[src/rtl/hbm_axi_pkg.sv]
`default_nettype none
// ============================================================================
//  Module      : hbm_axi_pkg
//  Description : Shared AXI4 constants, write-engine state type and helpers
//                for the HBM write port.
//  Revision    : 1.0 - initial release
// ============================================================================
package hbm_axi_pkg;

    localparam logic [1:0] AXI_BURST_INCR = 2'b01;
    localparam logic [1:0] AXI_RESP_OKAY  = 2'b00;

    typedef enum logic [1:0] {
        ST_IDLE = 2'd0,
        ST_AW   = 2'd1,
        ST_W    = 2'd2,
        ST_B    = 2'd3
    } wr_state_t;

    // AXI AxSIZE encoding: log2 of the number of bytes per beat.
    function automatic logic [2:0] axi_size(input int unsigned bytes);
        logic [2:0] r;
        r = 3'd0;
        for (int i = 0; i < 8; i++) begin
            if ((32'd1 << i) == bytes) begin
                r = 3'(i);
            end
        end
        return r;
    endfunction

endpackage
`default_nettype wire

[src/rtl/hbm_write_port_if.sv]
`default_nettype none
// ============================================================================
//  Module      : hbm_write_port_if
//  Description : Control, write-stream and AXI4 write-channel bundle for one
//                HBM write port. "master" is the write engine side, "slave"
//                is the stream source / memory side.
//  Revision    : 1.0 - initial release
// ============================================================================
interface hbm_write_port_if #(
    parameter int ID_WIDTH   = 32,
    parameter int ADDR_WIDTH = 32,
    parameter int DATA_WIDTH = 256
);
    // transfer control
    logic                    start;
    logic                    done;
    logic                    error;
    logic [ADDR_WIDTH-1:0]   start_addr;
    logic [ADDR_WIDTH-1:0]   end_addr;
    // write data stream
    logic [DATA_WIDTH-1:0]   data_in;
    logic                    data_valid;
    logic                    data_ready;
    // AW channel
    logic [ID_WIDTH-1:0]     m_axi_awid;
    logic [ADDR_WIDTH-1:0]   m_axi_awaddr;
    logic [7:0]              m_axi_awlen;
    logic [2:0]              m_axi_awsize;
    logic [1:0]              m_axi_awburst;
    logic                    m_axi_awvalid;
    logic                    m_axi_awready;
    // W channel
    logic [DATA_WIDTH-1:0]   m_axi_wdata;
    logic [DATA_WIDTH/8-1:0] m_axi_wstrb;
    logic                    m_axi_wlast;
    logic                    m_axi_wvalid;
    logic                    m_axi_wready;
    // B channel
    logic [ID_WIDTH-1:0]     m_axi_bid;
    logic [1:0]              m_axi_bresp;
    logic                    m_axi_bvalid;
    logic                    m_axi_bready;

    modport master (
        input  start, start_addr, end_addr, data_in, data_valid,
        input  m_axi_awready, m_axi_wready, m_axi_bid, m_axi_bresp, m_axi_bvalid,
        output done, error, data_ready,
        output m_axi_awid, m_axi_awaddr, m_axi_awlen, m_axi_awsize, m_axi_awburst,
        output m_axi_awvalid, m_axi_wdata, m_axi_wstrb, m_axi_wlast, m_axi_wvalid,
        output m_axi_bready
    );

    modport slave (
        output start, start_addr, end_addr, data_in, data_valid,
        output m_axi_awready, m_axi_wready, m_axi_bid, m_axi_bresp, m_axi_bvalid,
        input  done, error, data_ready,
        input  m_axi_awid, m_axi_awaddr, m_axi_awlen, m_axi_awsize, m_axi_awburst,
        input  m_axi_awvalid, m_axi_wdata, m_axi_wstrb, m_axi_wlast, m_axi_wvalid,
        input  m_axi_bready
    );

endinterface
`default_nettype wire

[src/rtl/hbm_wr_burst_calc.sv]
`default_nettype none
// ============================================================================
//  Module      : hbm_wr_burst_calc
//  Description : Combinational burst sizing. Given the current and the
//                exclusive end byte address, returns the beat count of the
//                next burst (whole beats only, capped at BURST_LEN), its
//                AWLEN, whether it finishes the range, and whether nothing
//                is left to write.
//  Revision    : 1.0 - initial release
// ============================================================================
module hbm_wr_burst_calc #(
    parameter int BURST_LEN  = 64,
    parameter int ADDR_WIDTH = 32,
    parameter int DATA_WIDTH = 256
) (
    input  wire logic [ADDR_WIDTH-1:0] cur_addr_i,
    input  wire logic [ADDR_WIDTH-1:0] end_addr_i,
    output logic      [8:0]            beats_o,
    output logic      [7:0]            awlen_o,
    output logic                       last_burst_o,
    output logic                       empty_o
);

    localparam int c_bytes = DATA_WIDTH / 8;
    localparam int c_shift = $clog2(c_bytes);

    logic [ADDR_WIDTH-1:0] w_remaining;
    logic [ADDR_WIDTH-1:0] w_words;

    // Whole beats left in the range; a trailing partial beat is dropped.
    always_comb begin
        w_remaining  = end_addr_i - cur_addr_i;
        w_words      = w_remaining >> c_shift;
        // cur >= end also catches a cur_addr that wrapped past end_addr.
        empty_o      = (cur_addr_i >= end_addr_i) ||
                       (w_remaining < ADDR_WIDTH'(c_bytes));
        last_burst_o = (w_words <= ADDR_WIDTH'(BURST_LEN));
        if (empty_o) begin
            beats_o = 9'd0;
        end else if (w_words >= ADDR_WIDTH'(BURST_LEN)) begin
            beats_o = 9'(BURST_LEN);
        end else begin
            beats_o = w_words[8:0];
        end
        awlen_o = 8'(beats_o - 9'd1);
    end

endmodule
`default_nettype wire

[src/rtl/hbm_write_port.sv]
`default_nettype none
// ============================================================================
//  Module      : hbm_write_port
//  Description : Single-port AXI4 write master. Drains a valid/ready stream
//                into HBM as INCR bursts over [start_addr, end_addr), one
//                outstanding burst at a time (AW -> W -> B).
//                Optional build macro HBM_WRITE_PERF_EN adds saturating
//                beat_count / stall_cycles performance counters.
//  Revision    : 1.0 - initial release
// ============================================================================
module hbm_write_port
    import hbm_axi_pkg::*;
#(
    parameter int BURST_LEN  = 64,
    parameter int ID_WIDTH   = 32,
    parameter int ADDR_WIDTH = 32,
    parameter int DATA_WIDTH = 256
) (
    input  wire logic         clk,
    input  wire logic         nrst,
    hbm_write_port_if.master  bus
`ifdef HBM_WRITE_PERF_EN
    ,
    output logic [31:0]       beat_count,
    output logic [31:0]       stall_cycles
`endif
);

    localparam int         c_bytes  = DATA_WIDTH / 8;
    localparam int         c_shift  = $clog2(c_bytes);
    localparam logic [2:0] c_awsize = axi_size(c_bytes);

    wr_state_t             state_q, state_d;
    logic [ADDR_WIDTH-1:0] cur_addr_q, cur_addr_d;
    logic [8:0]            beat_cnt_q, beat_cnt_d;
    logic [8:0]            beats_q, beats_d;
    logic                  last_q, last_d;
    logic                  error_q, error_d;
    logic                  done_q, done_d;

    logic [ADDR_WIDTH-1:0] w_calc_addr;
    logic [8:0]            w_calc_beats;
    logic [7:0]            w_calc_awlen;
    logic                  w_calc_last;
    logic                  w_calc_empty;
    logic                  w_awvalid;
    logic                  w_wvalid;
    logic                  w_data_ready;
    logic                  w_bready;
    logic                  w_wfire;

    // In IDLE the range check must look at start_addr before it is latched.
    assign w_calc_addr = (state_q == ST_IDLE) ? bus.start_addr : cur_addr_q;

    hbm_wr_burst_calc #(
        .BURST_LEN  (BURST_LEN),
        .ADDR_WIDTH (ADDR_WIDTH),
        .DATA_WIDTH (DATA_WIDTH)
    ) u_calc (
        .cur_addr_i   (w_calc_addr),
        .end_addr_i   (bus.end_addr),
        .beats_o      (w_calc_beats),
        .awlen_o      (w_calc_awlen),
        .last_burst_o (w_calc_last),
        .empty_o      (w_calc_empty)
    );

    // Next-state and channel-control decode for the AW -> W -> B sequence.
    always_comb begin
        state_d      = state_q;
        cur_addr_d   = cur_addr_q;
        beat_cnt_d   = beat_cnt_q;
        beats_d      = beats_q;
        last_d       = last_q;
        error_d      = error_q;
        done_d       = 1'b0;
        w_awvalid    = 1'b0;
        w_wvalid     = 1'b0;
        w_data_ready = 1'b0;
        w_bready     = 1'b0;
        case (state_q)
            ST_IDLE: begin
                if (bus.start) begin
                    cur_addr_d = bus.start_addr;
                    error_d    = 1'b0;
                    if (w_calc_empty) begin
                        done_d = 1'b1;
                    end else begin
                        state_d = ST_AW;
                    end
                end
            end
            ST_AW: begin
                w_awvalid = 1'b1;
                if (bus.m_axi_awready) begin
                    beat_cnt_d = w_calc_beats;
                    beats_d    = w_calc_beats;
                    last_d     = w_calc_last;
                    state_d    = ST_W;
                end
            end
            ST_W: begin
                w_wvalid     = bus.data_valid;
                w_data_ready = bus.m_axi_wready;
                if (bus.data_valid && bus.m_axi_wready) begin
                    beat_cnt_d = beat_cnt_q - 9'd1;
                    if (beat_cnt_q == 9'd1) begin
                        state_d = ST_B;
                    end
                end
            end
            ST_B: begin
                w_bready = 1'b1;
                if (bus.m_axi_bvalid) begin
                    if (bus.m_axi_bresp != AXI_RESP_OKAY) begin
                        error_d = 1'b1;
                    end
                    cur_addr_d = cur_addr_q + (ADDR_WIDTH'(beats_q) << c_shift);
                    if (last_q) begin
                        state_d = ST_IDLE;
                        done_d  = 1'b1;
                    end else begin
                        state_d = ST_AW;
                    end
                end
            end
            default: state_d = ST_IDLE;
        endcase
    end

    // State and datapath registers; reset abandons any in-flight burst.
    always_ff @(posedge clk) begin
        if (!nrst) begin
            state_q    <= ST_IDLE;
            cur_addr_q <= '0;
            beat_cnt_q <= '0;
            beats_q    <= '0;
            last_q     <= 1'b0;
            error_q    <= 1'b0;
            done_q     <= 1'b0;
        end else begin
            state_q    <= state_d;
            cur_addr_q <= cur_addr_d;
            beat_cnt_q <= beat_cnt_d;
            beats_q    <= beats_d;
            last_q     <= last_d;
            error_q    <= error_d;
            done_q     <= done_d;
        end
    end

    assign w_wfire = (state_q == ST_W) && bus.data_valid && bus.m_axi_wready;

    // Address/length/data are forced to zero outside their active state so
    // the bus is quiet while idle or in reset.
    assign bus.m_axi_awid    = '0;
    assign bus.m_axi_awaddr  = (state_q == ST_AW) ? cur_addr_q : '0;
    assign bus.m_axi_awlen   = (state_q == ST_AW) ? w_calc_awlen : 8'd0;
    assign bus.m_axi_awsize  = c_awsize;
    assign bus.m_axi_awburst = AXI_BURST_INCR;
    assign bus.m_axi_awvalid = w_awvalid;
    assign bus.m_axi_wdata   = (state_q == ST_W) ? bus.data_in : '0;
    assign bus.m_axi_wstrb   = '1;
    assign bus.m_axi_wlast   = (state_q == ST_W) && (beat_cnt_q == 9'd1);
    assign bus.m_axi_wvalid  = w_wvalid;
    assign bus.m_axi_bready  = w_bready;
    assign bus.data_ready    = w_data_ready;
    assign bus.done          = done_q;
    assign bus.error         = error_q;

    // Response ID is deliberately ignored: only one burst is ever in flight.
    logic w_unused;
    assign w_unused = &{1'b0, bus.m_axi_bid};

`ifdef HBM_WRITE_PERF_EN
    logic [31:0] beat_count_q;
    logic [31:0] stall_cycles_q;

    // Accepted W beats, saturating; cleared when a new transfer starts.
    always_ff @(posedge clk) begin
        if (!nrst) begin
            beat_count_q <= '0;
        end else if ((state_q == ST_IDLE) && bus.start) begin
            beat_count_q <= '0;
        end else if (w_wfire && (beat_count_q != '1)) begin
            beat_count_q <= beat_count_q + 32'd1;
        end
    end

    // Cycles where data was offered but the memory held wready low.
    always_ff @(posedge clk) begin
        if (!nrst) begin
            stall_cycles_q <= '0;
        end else if ((state_q == ST_IDLE) && bus.start) begin
            stall_cycles_q <= '0;
        end else if ((state_q == ST_W) && bus.data_valid && !bus.m_axi_wready &&
                     (stall_cycles_q != '1)) begin
            stall_cycles_q <= stall_cycles_q + 32'd1;
        end
    end

    assign beat_count   = beat_count_q;
    assign stall_cycles = stall_cycles_q;
`endif

endmodule
`default_nettype wire

[src/flat_wrapper.sv]
// flat-port wrapper written by rule: the top's interface ports become plain ports
module hbm_write_port_flat import hbm_axi_pkg::*;
#(
    parameter int BURST_LEN  = 64,
    parameter int ID_WIDTH   = 32,
    parameter int ADDR_WIDTH = 32,
    parameter int DATA_WIDTH = 256
)
  (clk, nrst, bus_start, bus_start_addr, bus_end_addr, bus_data_in, bus_data_valid, bus_m_axi_awready, bus_m_axi_wready, bus_m_axi_bid, bus_m_axi_bresp, bus_m_axi_bvalid, bus_done, bus_error, bus_data_ready, bus_m_axi_awid, bus_m_axi_awaddr, bus_m_axi_awlen, bus_m_axi_awsize, bus_m_axi_awburst, bus_m_axi_awvalid, bus_m_axi_wdata, bus_m_axi_wstrb, bus_m_axi_wlast, bus_m_axi_wvalid, bus_m_axi_bready);
  hbm_write_port_if #(.ID_WIDTH(ID_WIDTH), .ADDR_WIDTH(ADDR_WIDTH), .DATA_WIDTH(DATA_WIDTH)) bus_i ();
  input  wire logic clk;
  input  wire logic nrst;
  input wire logic [$bits(bus_i.start)-1:0] bus_start;
  input wire logic [$bits(bus_i.start_addr)-1:0] bus_start_addr;
  input wire logic [$bits(bus_i.end_addr)-1:0] bus_end_addr;
  input wire logic [$bits(bus_i.data_in)-1:0] bus_data_in;
  input wire logic [$bits(bus_i.data_valid)-1:0] bus_data_valid;
  input wire logic [$bits(bus_i.m_axi_awready)-1:0] bus_m_axi_awready;
  input wire logic [$bits(bus_i.m_axi_wready)-1:0] bus_m_axi_wready;
  input wire logic [$bits(bus_i.m_axi_bid)-1:0] bus_m_axi_bid;
  input wire logic [$bits(bus_i.m_axi_bresp)-1:0] bus_m_axi_bresp;
  input wire logic [$bits(bus_i.m_axi_bvalid)-1:0] bus_m_axi_bvalid;
  output wire logic [$bits(bus_i.done)-1:0] bus_done;
  output wire logic [$bits(bus_i.error)-1:0] bus_error;
  output wire logic [$bits(bus_i.data_ready)-1:0] bus_data_ready;
  output wire logic [$bits(bus_i.m_axi_awid)-1:0] bus_m_axi_awid;
  output wire logic [$bits(bus_i.m_axi_awaddr)-1:0] bus_m_axi_awaddr;
  output wire logic [$bits(bus_i.m_axi_awlen)-1:0] bus_m_axi_awlen;
  output wire logic [$bits(bus_i.m_axi_awsize)-1:0] bus_m_axi_awsize;
  output wire logic [$bits(bus_i.m_axi_awburst)-1:0] bus_m_axi_awburst;
  output wire logic [$bits(bus_i.m_axi_awvalid)-1:0] bus_m_axi_awvalid;
  output wire logic [$bits(bus_i.m_axi_wdata)-1:0] bus_m_axi_wdata;
  output wire logic [$bits(bus_i.m_axi_wstrb)-1:0] bus_m_axi_wstrb;
  output wire logic [$bits(bus_i.m_axi_wlast)-1:0] bus_m_axi_wlast;
  output wire logic [$bits(bus_i.m_axi_wvalid)-1:0] bus_m_axi_wvalid;
  output wire logic [$bits(bus_i.m_axi_bready)-1:0] bus_m_axi_bready;
  assign bus_i.start = bus_start;
  assign bus_i.start_addr = bus_start_addr;
  assign bus_i.end_addr = bus_end_addr;
  assign bus_i.data_in = bus_data_in;
  assign bus_i.data_valid = bus_data_valid;
  assign bus_i.m_axi_awready = bus_m_axi_awready;
  assign bus_i.m_axi_wready = bus_m_axi_wready;
  assign bus_i.m_axi_bid = bus_m_axi_bid;
  assign bus_i.m_axi_bresp = bus_m_axi_bresp;
  assign bus_i.m_axi_bvalid = bus_m_axi_bvalid;
  assign bus_done = bus_i.done;
  assign bus_error = bus_i.error;
  assign bus_data_ready = bus_i.data_ready;
  assign bus_m_axi_awid = bus_i.m_axi_awid;
  assign bus_m_axi_awaddr = bus_i.m_axi_awaddr;
  assign bus_m_axi_awlen = bus_i.m_axi_awlen;
  assign bus_m_axi_awsize = bus_i.m_axi_awsize;
  assign bus_m_axi_awburst = bus_i.m_axi_awburst;
  assign bus_m_axi_awvalid = bus_i.m_axi_awvalid;
  assign bus_m_axi_wdata = bus_i.m_axi_wdata;
  assign bus_m_axi_wstrb = bus_i.m_axi_wstrb;
  assign bus_m_axi_wlast = bus_i.m_axi_wlast;
  assign bus_m_axi_wvalid = bus_i.m_axi_wvalid;
  assign bus_m_axi_bready = bus_i.m_axi_bready;
  hbm_write_port #(.BURST_LEN(BURST_LEN), .ID_WIDTH(ID_WIDTH), .ADDR_WIDTH(ADDR_WIDTH), .DATA_WIDTH(DATA_WIDTH)) u_core (.clk(clk), .nrst(nrst), .bus(bus_i));
endmodule
[config.mk]
export PLATFORM = sky130hd
export DESIGN_NAME = hbm_write_port_flat
export DESIGN_NICKNAME = d
export VERILOG_FILES = /design/src/rtl/hbm_axi_pkg.sv /design/src/rtl/hbm_write_port_if.sv /design/src/rtl/hbm_wr_burst_calc.sv /design/src/rtl/hbm_write_port.sv /design/src/flat_wrapper.sv
export SDC_FILE = /design/constraint.sdc
export NUM_CORES = 1
export LEC_CHECK = 0
export BUFFER_PORTS_ARGS = -buffer_cell sky130_fd_sc_hd__buf_2
export CAP_MARGIN = 20
export CORE_AREA = 4 4 283 285
export CTS_CLUSTER_SIZE = 16
export DETAILED_ROUTE_END_ITERATION = 10
export DIE_AREA = 0 0 287 289
export GPL_TIMING_DRIVEN = 0
export HOLD_SLACK_MARGIN = 0.08
export PLACE_DENSITY = 0.41
export SYNTH_ARGS = -nofsm -noshare
export SYNTH_HDL_FRONTEND = slang
export SYNTH_SLANG_ARGS = --single-unit
[constraint.sdc]
create_clock -name clk -period 6.7 [get_ports clk]
set_input_delay 0.335 -clock clk [delete_from_list [all_inputs] [get_ports clk]]
set_output_delay 0.335 -clock clk [all_outputs]
set_load 0.02 [all_outputs]
* Word level (Yosys, flattened, before mapping)
Cells that the tools add are included.
** Storage, ports and cells
- Word-level logic and storage cells :: 71
- Register bits after elaboration :: 55
- Input port bits :: 361
- Output and inout port bits :: 372
** Operators by class
- Muxes and demuxes :: 33
- Reduce and logical (&&, ||, !) cells :: 12
- Order comparisons :: 4
- Equality and inequality tests :: 11
- Add/sub/neg operators :: 4
** Operator list (number)
- 256-bit two-way mux :: 1
- 32-bit two-way mux :: 4
- 32-bit one-hot mux with 2 select lines :: 1
- 9-bit two-way mux :: 4
- 32-bit by 14-bit adder with 32-bit output :: 1
- 32-bit greater-or-equal comparator :: 1
- 32-bit by 6-bit less-than comparator with 1-bit output (second input constant) :: 1
- 32-bit subtractor :: 1
- 27-bit by 7-bit greater-or-equal comparator with 1-bit output (second input constant) :: 1
- 27-bit by 7-bit less-or-equal comparator with 1-bit output (second input constant) :: 1
- 9-bit one-hot mux with 2 select lines :: 1
- 1-bit two-way mux :: 12
- 2-bit two-way mux :: 6
- 9-bit by 1-bit == test with 1-bit output (second input constant) :: 1
- 9-bit by 1-bit subtractor with 9-bit output (second input constant) :: 1
- 8-bit two-way mux :: 1
- 2-bit inequality test (second input constant) :: 4
- 2-bit one-hot mux with 4 select lines :: 1
- 8-bit by 1-bit subtractor with 8-bit output (second input constant) :: 1
- 2-bit by 1-bit inequality test with 1-bit output (second input constant) :: 3
- 3-bit AND reduction :: 2
- 6-bit AND reduction :: 1
- 2-bit nonzero test :: 3
- 2-bit == test (second input constant) :: 2
- other kinds (7) :: 9

* Longest topological paths before layout
Gate-level depths: netlist of the first run.
- Word-level depth :: 8
- Depth in mapped cells :: 22
- Depth with buffers taken out :: 19

* By module
A second synthesis of the first run with hierarchy kept.
** Second synthesis, totals
- Cell total of the unflattened synthesis :: 1309
- Area total of the unflattened synthesis :: 8887.3 um^2
** Modules (own cells, without submodules)
- hbm_write_port :: cells an instance 909, area each 6363.6 um^2, instances 1, seq. area each 1101.1 um^2
- hbm_wr_burst_calc :: cells an instance 400, area each 2523.7 um^2, instances 1, seq. area each 0.0 um^2

* Worst setup path before layout of the first run
Ideal clock, no wire load.
- Kind :: register -> output
- From :: reg u_core.state_q[0]
- To :: out bus_m_axi_awlen[4]
- Path slack :: 1.189 ns
- Data required time :: 6.365 ns
- Path buffers :: 2
- Stages on the path, launching flop included :: 22
- Data arrival time :: 5.176 ns
- Path through :: dfxtp_1 > inv_1 > ha_1 > clkbuf_1 > buf_1 > mux2i_1 > ha_1 > or2_1 > o211ai_1 > a21o_1 > nand4_1 > and3_1 > or3_1 > a2111o_1 > or4_4 > nor3_4 > and2_1 > inv_1 > ha_1 > a31oi_1 > mux2i_1 > a21oi_1
** Between the ends
- Word-level cells in the longest chain between the ends :: 8
- Elaborated cells between the ends (all ways) :: 12
- Those cells by class :: 2 x add/sub; 3 x order compare; 1 x eq/ne; 4 x mux; 2 x reduce/logical
** Ends and longest elaborated chain
- start: declaration :: RTL line hbm_write_port.sv:33 : wr_state_t state_q, state_d;
- start signal: assignment :: RTL line hbm_write_port.sv:142 : state_q <= state_d;
- 2-bit zero test :: RTL line hbm_write_port.sv:53 : assign w_calc_addr = (state_q == ST_IDLE) ? bus.start_addr : cur_addr_q;
- 32-bit two-way mux :: RTL line hbm_write_port.sv:53
- 32-bit subtractor :: RTL line hbm_wr_burst_calc.sv:32 : w_remaining = end_addr_i - cur_addr_i;
- 27-bit by 7-bit greater-or-equal comparator with 1-bit output or 32-bit by 6-bit less-than comparator with 1-bit output (tied branches) :: RTL line hbm_wr_burst_calc.sv:40, hbm_wr_burst_calc.sv:36
- 9-bit two-way mux or 1-bit logical OR (tied branches) :: RTL line hbm_wr_burst_calc.sv:40, hbm_wr_burst_calc.sv:35
- 9-bit two-way mux :: RTL line hbm_wr_burst_calc.sv:38 : if (empty_o) begin
- 8-bit by 1-bit subtractor with 8-bit output :: RTL line hbm_wr_burst_calc.sv:45 : awlen_o = 8'(beats_o - 9'd1);
- 8-bit two-way mux (*) :: RTL line hbm_write_port.sv:158 : assign bus.m_axi_awlen = (state_q == ST_AW) ? w_calc_awlen : 8'd0;
- end: declaration :: RTL line flat_wrapper.sv:28 : output wire logic [$bits(bus_i.m_axi_awlen)-1:0] bus_m_axi_awlen;
Mark *: on every way between the ends. The rest lies on a longest branch, timed or not.

* Worst setup path in the final report of the first run
Ends and elaborated chain as after synthesis.

==> flow_metrics.env, run 1 <==
export IMPL_final_cell_mix="635 x buf_2, 292 x and2_1, 82 x buf_4"
export IMPL_drtPass1Iterations=5
export IMPL_clock_skew_ps=16.0
export IMPL_fillers=9018
export IMPL_power_total_uw=4210
export IMPL_finalCritPeriodShare=0.956
export IMPL_peakVddDrop_mv=0.135
export IMPL_placed_area_mm2=0.0131
export IMPL_hpwl_um=72100
export IMPL_stdcell_area_mm2=0.0134
export IMPL_leakage_uw=0.00697
export IMPL_rows=102
export IMPL_grt_pass1_vias=10900
export IMPL_seqPwrFrac=0.128
export IMPL_cts_htree_levels=2
export IMPL_use_met1=0.205
export IMPL_drv_slew=0
export IMPL_layout_min_cycle_time_ps=6410
export IMPL_intPower_uw=1680
export IMPL_clk_pin_slew_ps=90
export IMPL_status="finished clean"
export IMPL_grt_pass1_wl_um=101000
export IMPL_synth_ff_type="dfxtp_1"
export IMPL_die_h_um=289
export IMPL_cts_root_buf="clkbuf_16"
export IMPL_gp_congestion=0.968
export IMPL_drive_above_1_share=0.410
export IMPL_ant_nets=0
export IMPL_port_buffers=631
export IMPL_cp_required_ps=6360
export IMPL_crit_path_start_kind="register"
export IMPL_tightest_slew_ps=1050
export IMPL_grt_busiest_layer="met2"
export IMPL_crit_family="compound AO/OA/AOI/OAI gates"
export IMPL_slowest_delay_ps=560
export IMPL_via_per_inst=3.90
export IMPL_dieArea_mm2=0.0829
export IMPL_cts_num_sinks=55
export IMPL_cts_buffers=5
export IMPL_wirelength_um=80300
export IMPL_synth_yosys_seq_area_share=0.131
export IMPL_ios=733
export IMPL_rsz0062_at_grt="no"
export IMPL_grtUsageTotal=0.180
export IMPL_via_count=11500
export IMPL_max_clock_path_buffers=2
export IMPL_core_area_mm2=0.0773
export IMPL_syn2layout_area_growth_pct=60.3
export IMPL_synth_avg_cell_area_um2=7.05
export IMPL_drc=0
export IMPL_crit_chain="inv_1, ha_2, buf_6, mux2i_2, ha_1, a21oi_1, o21ai_1, a221oi_1, a31oi_2, a31oi_4, xnor2_1, a2111o_1, or4_4, nor3_4, and2_1, inv_1, ha_1, a31oi_1, mux2i_1, a21oi_1, clkbuf_4"
export IMPL_power_frac_comb=0.804
export IMPL_antenna_found_initial=25
export IMPL_worstSkewPairLatency_ps=310
export IMPL_cts_hold_buf=0
export IMPL_hold_ws_ps=342
export IMPL_swShare=0.602
export IMPL_layout_nets=2306
export IMPL_die_x_um=287
export IMPL_grt_max_degree=18
export IMPL_worst_path_buf_inv=4
export IMPL_synth_edff_count=0
export IMPL_cp_data_arrival_time_ps=6070
export IMPL_fmax_mhz=156
export IMPL_maxCapViolCount=0
export IMPL_switchingPower_uw=2530
export IMPL_mostFrequentLayoutCell="buf_2"
export IMPL_synth_seq_cells=55
export IMPL_crit_path_end_kind="output port"
export IMPL_netlist_instances=1188
export IMPL_drt_initial_drc_count=738
export IMPL_synthArstFlopShare=0
export IMPL_path_max_fanout=10
export IMPL_grtUsageMet3=0.0892
export IMPL_setup_viol=0
export IMPL_tritoncts="built"
export IMPL_slew_headroom=0.297
export IMPL_synth_cell_type_count=83
export IMPL_hp_class="primary input to register"
export IMPL_grt_use_met2=0.294
export IMPL_finalHoldViolations=0
export IMPL_grt_overflow=0
export IMPL_start_util=0.108
export IMPL_power_share_clock=0.067
export IMPL_wire_per_inst_um=27.3
export IMPL_synth_cell_area_mm2=0.00838
export IMPL_cpMaxStageDelayCell="or4_4"
export IMPL_powerDensity_mw_per_mm2=313
export IMPL_yosys_warnings=0
export IMPL_worstSetupPathType="register to output port"
==> kinds of logic after synthesis <==
group,synth area share
DFF,0.131
AOI/OAI and AO/OA,0.214
xor gates and xnor gates,0.0261
and+or+nand+nor,0.386
other,0.000896
muxes,0.0505
buffers and inverters,0.116
adders and majority gates,0.0756
==> per-stage QoR <==
stage	util	instances	setup TNS [ps]	setup WS, ps
4_1_cts	0.172	2934	0	9.08
5_1_grt	0.174	2937	0	5.73
2_1_floorplan	-	1255	0	1190
3_3_place_gp	0.169	2926	-954	-400
3_5_place_dp	0.169	2927	-713	-308
6_report	0.174	2940	0	293
==> final cells by class <==
class / count / area (µm²) / area share
inverters: 32 / 120 / 0.00894
plain buffers: 141 / 848 / 0.0632
clock inverters: 3 / 18.8 / 0.00140
diodes: 4 / 10.0 / 0.000745
repair buffers: 637 / 3210 / 0.239
clock buffers: 5 / 125 / 0.00932
flip-flops and latches: 55 / 1100 / 0.0820
well taps: 1040 / 1300 / 0.0969
multi-input cells: 1023 / 6690 / 0.498
==> power groups by stage <==
stage	clock [µW]	combinational, µW	sequential (µW)
4_1_cts	289	3360	530
5_1_grt	297	3670	555
3_3_place_gp	0	3310	537
2_1_floorplan	0	2010	497
6_report	283	3380	540
3_5_place_dp	0	3300	534
==> synthesized netlist by cell type (6+ instances only) <==
library cell / instances / share of area
o211ai_1: 9 / 0.0081
mux2i_1: 40 / 0.048
o21a_1: 10 / 0.0090
nand2_1: 74 / 0.033
nor2_1: 72 / 0.032
o21ai_1: 9 / 0.0054
a31oi_1: 11 / 0.0082
a211oi_1: 13 / 0.012
clkbuf_1: 59 / 0.026
inv_1: 30 / 0.013
buf_2: 6 / 0.0036
ha_1: 49 / 0.073
o221ai_1: 10 / 0.010
and3_1: 18 / 0.013
xnor2_1: 18 / 0.019
and2_1: 292 / 0.22
buf_4: 75 / 0.067
xor2_1: 7 / 0.0073
dfxtp_1: 55 / 0.13
a21o_1: 15 / 0.013
nand2b_1: 6 / 0.0045
nor3_1: 20 / 0.012
nand4_1: 22 / 0.016
o21ai_0: 46 / 0.027
a21oi_1: 72 / 0.043
a22oi_1: 12 / 0.011
or3_1: 7 / 0.0052
nand3_1: 26 / 0.016
==> registers in the layout, indices dropped and copies added (netlist names) <==
signal / flops
u_core.last_q: 1
u_core.beats_q: 9
u_core.beat_cnt_q: 9
u_core.bus.done: 1
u_core.cur_addr_q: 32
u_core.bus.error: 1
u_core.state_q: 2
==> timing repair <==
action / in CTS / in global routing
endpoints found under the hold margin: 0 / 0
pin swaps: 0 / 2
gates resized for setup: 22 / 16
buffers inserted: 0 / 5
setup endpoints to repair: 4 / 4
==> tightest hold or removal path: stages <==
cell and delay, ps:
buf_2 90, o221ai_1 90, nor2_1 100
==> metal layers <==
layer / share of wire / routed length (µm) / up-vias
li1: - / - / 5414
met2: 0.45 / 36400 / 592
met3: 0.12 / 10000 / 87
met1: 0.38 / 30500 / 5348
met4: 0.042 / 3370 / 16
met5: 0.0013 / 108 / -
==> worst paths after layout <==
path              slack (ps)  depth (start not counted)               endpoint               start
setup / recovery         290                         21     bus_m_axi_awlen[4]   u_core.state_q[0]
hold / removal           340                          3  u_core.cur_addr_q[25]  bus_start_addr[25]
setup reg to reg        1310                         16        u_core.bus.done   u_core.state_q[0]
hold reg to reg          460                          2      u_core.beats_q[5]   u_core.beats_q[5]
No activity file was read; power rests on OpenSTA's default activity.
==> inputs of run 2 (changes only) <==
--- a/config.mk
+++ b/config.mk
@@ -13,7 +13,9 @@
 export DIE_AREA = 0 0 287 289
 export GPL_TIMING_DRIVEN = 0
 export HOLD_SLACK_MARGIN = 0.08
+export MAX_ROUTING_LAYER = met4
 export PLACE_DENSITY = 0.41
+export RECOVER_POWER = 25
 export SYNTH_ARGS = -nofsm -noshare
 export SYNTH_HDL_FRONTEND = slang
 export SYNTH_SLANG_ARGS = --single-unit
==> run 2 against run 1 <==
Count of clock-buffer cells in the layout is the same. Combinational power is essentially flat. Setup slack gained 48 ps. Critical path type unchanged. Largest cell class unchanged. Largest power group unchanged.
==> flow_metrics.env, run 2 (synthesized netlist as in run 1, its figures left out) <==
export IMPL_status="finished clean"
export IMPL_maxCapViolCount=0
export IMPL_cts_root_buf="clkbuf_16"
export IMPL_drtPass1Iterations=5
export IMPL_path_depth=22
export IMPL_crit_family="simple AND/OR/NAND/NOR gates"
export IMPL_peakVddDrop_mv=0.132
export IMPL_via_per_inst=3.86
export IMPL_drv_slew=0
export IMPL_leakage_uw=0.00680
export IMPL_grt_pass1_vias=10800
export IMPL_clock_skew_ps=11.4
export IMPL_tritoncts="built"
export IMPL_cts_num_sinks=55
export IMPL_slew_headroom=0.336
export IMPL_cp_data_arrival_time_ps=6020
export IMPL_path_max_fanout=10
export IMPL_r2r_end="u_core.bus.done"
export IMPL_syn2layout_area_growth_pct=60.6
export IMPL_startpoint="u_core.state_q[0]"
export IMPL_port_buffers=631
export IMPL_mostFrequentLayoutCell="buf_2"
export IMPL_placed_area_mm2=0.0131
export IMPL_dieArea_mm2=0.0829
export IMPL_hpwl_um=72100
export IMPL_fin_ws_ps=341
export IMPL_grt_overflow=0
export IMPL_cp_required_ps=6360
export IMPL_drc=0
export IMPL_grtUsageTotal=0.185
export IMPL_drt_initial_drc_count=561
export IMPL_gp_congestion=0.974
export IMPL_wire_per_inst_um=27.3
export IMPL_largest_register="u_core.cur_addr_q"
export IMPL_grt_pass1_wl_um=101000
export IMPL_finalHoldViolations=0
export IMPL_drive_above_1_share=0.394
export IMPL_worstSetupPathType="register to output port"
export IMPL_rows=102
export IMPL_layout_min_cycle_time_ps=6360
export IMPL_reg_top3="u_core.cur_addr_q: 32 flops, u_core.beat_cnt_q: 9 flops, u_core.beats_q: 9 flops"
export IMPL_crit_chain="inv_1, ha_2, buf_6, mux2i_4, ha_1, clkbuf_1, nand2_1, nor4_1, a221oi_2, a31oi_2, a31oi_4, xnor2_1, a2111o_1, or4_4, nor3_4, and2_1, inv_1, ha_1, a31oi_1, mux2i_1, a21oi_1, clkbuf_4"
export IMPL_core_area_mm2=0.0773
export IMPL_rsz0062_at_grt="no"
export IMPL_tightest_slew_ps=996
export IMPL_worst_path_buf_inv=5
export IMPL_fillers=9096
export IMPL_grt_max_degree=19
export IMPL_max_clock_path_buffers=2
export IMPL_start_util=0.108
export IMPL_reg2reg_depth=17
export IMPL_crit_path_end_kind="output port"
export IMPL_final_cell_mix="600 x buf_2, 269 x and2_1, 90 x clkbuf_1"
export IMPL_cts_htree_levels=2
export IMPL_regToRegSetupSlack_ps=1360
export IMPL_ios=733
export IMPL_ant_nets=0
export IMPL_fmax_mhz=157
export IMPL_cpMaxStageDelayCell="or4_4"
export IMPL_place_ws_ps=-340
export IMPL_hp_class="primary input to register"
export IMPL_powerDensity_mw_per_mm2=317
export IMPL_antenna_found_initial=22
export IMPL_via_count=11400
export IMPL_power_total_uw=4270
export IMPL_worstSkewPairLatency_ps=310
export IMPL_r2r_start="u_core.state_q[0]"
export IMPL_slowest_delay_ps=570
export IMPL_largest_register_ffs=32
export IMPL_worstSetupEndpoint="bus_m_axi_awlen[4]"
export IMPL_cts_buffers=5
export IMPL_finalCritPeriodShare=0.949
export IMPL_crit_path_start_kind="register"
export IMPL_die_h_um=289
export IMPL_wirelength_um=80400
export IMPL_stdcell_area_mm2=0.0135
export IMPL_layout_nets=2303
export IMPL_clk_pin_slew_ps=90
export IMPL_setup_viol=0
export IMPL_die_x_um=287
==> run 2: power by group <==
part	switching, µW	internal [µW]
sequential	126	417
clock	145	179
combinational	2280	1120
total	2550	1720
==> run 2: worst min-delay path by stage <==
stage / startpoint / endpoint / cells after the start
floorplan: u_core.beats_q[5] / u_core.beats_q[5] / 2
global placement: u_core.beats_q[5] / u_core.beats_q[5] / 2
detailed placement: u_core.beats_q[5] / u_core.beats_q[5] / 2
CTS: bus_start_addr[25] / u_core.cur_addr_q[25] / 3
global route: bus_start_addr[23] / u_core.cur_addr_q[23] / 3
finish: bus_start_addr[25] / u_core.cur_addr_q[25] / 3
==> run 2: per-stage QoR <==
stage,TNS (ps),utilization,instances,hold WS (ps)
2_1_floorplan,0,-,1255,436
3_3_place_gp,-1040,0.169,2926,453
3_5_place_dp,-799,0.169,2926,457
4_1_cts,0,0.173,2933,334
5_1_grt,0,0.174,2942,384
6_report,0,0.174,2942,337
==> run 2: cell type report <==
| type | instances | area, µm² | share of cell area |
|---|---|---|---|
| Antenna cell | 9 | 22.5 | 0.00167 |
| Buffer | 141 | 860 | 0.0639 |
| Clock buffer | 5 | 125 | 0.00930 |
| Clock inverter | 3 | 47.5 | 0.00353 |
| Inverter | 32 | 120 | 0.00893 |
| Multi-Input combinational cell | 1023 | 6740 | 0.501 |
| Sequential cell | 55 | 1100 | 0.0818 |
| Tap cell | 1040 | 1300 | 0.0967 |
| Timing Repair Buffer | 634 | 3140 | 0.233 |
==> run 2: what timing repair did <==
item,in CTS,in global routing
setup endpoints to repair,5,3
resized for setup,29,20
hold buffers,0,0
pin swaps,0,2
buffers inserted,0,3
==> run 2: layer usage <==
metal  global-route usage  vias to the layer above  share of wire  routed length [µm]
met1                0.208                     5323           0.39               31300
met5                    -                        -              0                   0
met4               0.0553                        0          0.037                2950
met3               0.0808                       70           0.12                9260
met2                0.299                      556           0.46               36900
li1                     -                     5416              -                   -
==> run 2: worst min-delay path, stage by stage <==
cell      delay (ps)
buf_2             90
o221ai_1          90
nor2_1           100
==> inputs of run 3 (changes only) <==
--- a/config.mk
+++ b/config.mk
@@ -5,16 +5,16 @@
 export SDC_FILE = /design/constraint.sdc
 export NUM_CORES = 1
 export LEC_CHECK = 0
-export BUFFER_PORTS_ARGS = -buffer_cell sky130_fd_sc_hd__buf_2
 export CAP_MARGIN = 20
 export CORE_AREA = 4 4 283 285
 export CTS_CLUSTER_SIZE = 16
 export DETAILED_ROUTE_END_ITERATION = 10
 export DIE_AREA = 0 0 287 289
+export DONT_BUFFER_PORTS = 1
 export GPL_TIMING_DRIVEN = 0
 export HOLD_SLACK_MARGIN = 0.08
 export MAX_ROUTING_LAYER = met4
-export PLACE_DENSITY = 0.41
+export PLACE_DENSITY = 0.33
 export RECOVER_POWER = 25
 export SYNTH_ARGS = -nofsm -noshare
 export SYNTH_HDL_FRONTEND = slang
==> run 3 against run 2 <==
Utilization is 4.0 points lower. Routed wire length is 0.82% lower. Cell count is 21% lower. Global-route usage is 0.15 points lower. Worst hold slack worse by 120 ps. Count of clock-buffer cells in the layout stayed put. Sequential power hardly changed. Final area is 23% lower. Via count is 18% lower. Setup slack worse by 83 ps. Critical path type unchanged.
==> flow_metrics.env, run 3 (synthesized netlist as in run 1, its figures left out) <==
export IMPL_setup_viol=0
export IMPL_max_clock_path_buffers=2
export IMPL_leakage_uw=0.00393
export IMPL_via_count=9318
export IMPL_gp_congestion=1.02
export IMPL_start_util=0.108
export IMPL_worst_path_buf_inv=3
export IMPL_cpMaxStageDelayCell="or4_4"
export IMPL_drt_initial_drc_count=638
export IMPL_tightest_slew_ps=987
export IMPL_largest_register_ffs=32
export IMPL_crit_chain="inv_1, ha_2, buf_6, mux2i_2, ha_1, a21oi_1, o21ai_1, a221oi_1, a31oi_2, a31oi_4, xnor2_1, a2111o_1, or4_4, nor3_4, buf_6, nand2_1, ha_1, a31oi_1, mux2i_1, a21oi_4"
export IMPL_crit_path_end_kind="output port"
export IMPL_grt_pass1_vias=8652
export IMPL_dieArea_mm2=0.0829
export IMPL_seqPwrFrac=0.140
export IMPL_port_buffers=0
export IMPL_grt_pass1_wl_um=97000
export IMPL_power_frac_comb=0.787
export IMPL_power_share_clock=0.073
export IMPL_crit_family="compound AO/OA/AOI/OAI gates"
export IMPL_crit_path_start_kind="register"
export IMPL_worstSkewPairLatency_ps=300
export IMPL_maxCapViolCount=0
export IMPL_power_total_uw=3890
export IMPL_rsz0062_at_grt="no"
export IMPL_grt_overflow=0
export IMPL_wirelength_um=79700
export IMPL_path_max_fanout=10
export IMPL_peakVddDrop_mv=0.126
export IMPL_hpwl_um=72700
export IMPL_via_per_inst=4.00
export IMPL_grt_max_degree=18
export IMPL_status="finished clean"
export IMPL_cts_hold_buf=0
export IMPL_fin_util=0.133
export IMPL_largest_register="u_core.cur_addr_q"
export IMPL_intPower_uw=1430
export IMPL_antenna_found_initial=53
export IMPL_drv_slew=0
export IMPL_powerDensity_mw_per_mm2=377
export IMPL_switchingPower_uw=2460
export IMPL_slowest_delay_ps=560
export IMPL_wire_per_inst_um=34.2
export IMPL_die_h_um=289
export IMPL_cts_buffers=5
export IMPL_swShare=0.632
export IMPL_clock_skew_ps=6.90
export IMPL_finalHoldViolations=0
export IMPL_fin_ws_ps=257
export IMPL_tritoncts="built"
export IMPL_place_ws_ps=-1110
export IMPL_drive_above_1_share=0.116
export IMPL_ios=733
export IMPL_syn2layout_area_growth_pct=23.2
export IMPL_cp_data_arrival_time_ps=6110
export IMPL_cp_required_ps=6360
export IMPL_reg_top3="u_core.cur_addr_q: 32 flops, u_core.beat_cnt_q: 9 flops, u_core.beats_q: 9 flops"
export IMPL_cts_num_sinks=55
export IMPL_clk_pin_slew_ps=80
export IMPL_layout_min_cycle_time_ps=6440
export IMPL_rows=102
export IMPL_die_x_um=287
export IMPL_mostFrequentLayoutCell="and2_1"
export IMPL_fmax_mhz=155
export IMPL_grtUsageTotal=0.184
export IMPL_core_area_mm2=0.0773
export IMPL_cts_htree_levels=2
export IMPL_ant_nets=0
export IMPL_hp_class="primary input to register"
export IMPL_slew_headroom=0.342
export IMPL_drtPass1Iterations=5
export IMPL_cts_root_buf="clkbuf_16"
export IMPL_finalCritPeriodShare=0.962
export IMPL_drc=0
export IMPL_final_cell_mix="235 x and2_1, 78 x buf_4, 74 x nand2_1"
export IMPL_worstSetupPathType="register to output port"
export IMPL_layout_nets=1672
run 3: cell count changes in the layout (fill, tap and decap cells not counted), moves of 3 or more:
| cell | previous run | this run |
|---|---|---|
| and2_0 | 23 | 57 |
| buf_2 | 600 | 5 |
| clkbuf_1 | 90 | 55 |
| mux2i_1 | 26 | 29 |
| diode_2 | 9 | 26 |
| mux2i_4 | 9 | 3 |
| and2_1 | 269 | 235 |
| mux2i_2 | 5 | 8 |
run 3: per-layer routing:
| metal | track usage | vias to the layer above | share of wire |
|---|---|---|---|
| li1 | - | 4176 | - |
| met1 | 0.195 | 4454 | 0.37 |
| met2 | 0.298 | 555 | 0.46 |
| met3 | 0.0931 | 133 | 0.12 |
| met4 | 0.0636 | 0 | 0.048 |
| met5 | - | - | 0 |
run 3: timing repair:
action | 4_1_cts | 5_1_grt
resized for setup | 30 | 11
pin swaps | 1 | 2
buffers inserted | 0 | 3
setup endpoints to repair | 10 | 4
run 3: stage by stage:
step	cells	cell area (µm²)	hold slack, ps	TNS [ps]
final	2328	10300	216	0
after global routing	2322	10300	220	0
after CTS	2301	10200	207	0
after detailed placement	2295	9940	475	-3660
after global placement	2295	9930	469	-4220
after floorplan	1255	8630	436	0
run 3: path summary, 6_finish.rpt:
| path | startpoint | end | slack (ps) | cells after the start |
|---|---|---|---|---|
| worst max-delay path | u_core.state_q[0] | bus_m_axi_awlen[4] | 260 | 20 |
| worst max register to register | u_core.state_q[0] | u_core.bus.done | 1130 | 16 |
| worst min-delay path | bus_m_axi_bvalid | u_core.bus.error | 220 | 2 |
| worst min register to register | u_core.beat_cnt_q[8] | u_core.beat_cnt_q[8] | 490 | 2 |
run 3: worst register-to-register path, delay by kind of cell, from the launching register on:
family	cells	cell delay (ps)
AOI/OAI and AO/OA	8	2710
xor gates and xnor gates	1	90
adders and majority gates	2	690
buffers and inverters	2	400
DFF	1	360
muxes	1	450
and+or+nand+nor	2	760
run 3: cell type report:
cell class,instances,area (µm²)
repair buffers,3,22.5
diodes,26,65.1
clock buffers,5,125
fillers,9075,67000
flip-flops and latches,55,1100
well taps,1040,1300
clock inverters,3,20.0
plain buffers,141,851
inverters,32,120
multi-input cells,1023,6720
run 3: power groups by stage:
stage,clock network (µW),registers (µW),logic (µW)
after floorplan,0,497,2010
after global placement,0,544,2990
after detailed placement,0,546,2990
after CTS,289,543,3070
after global routing,302,563,3300
final,282,546,3060
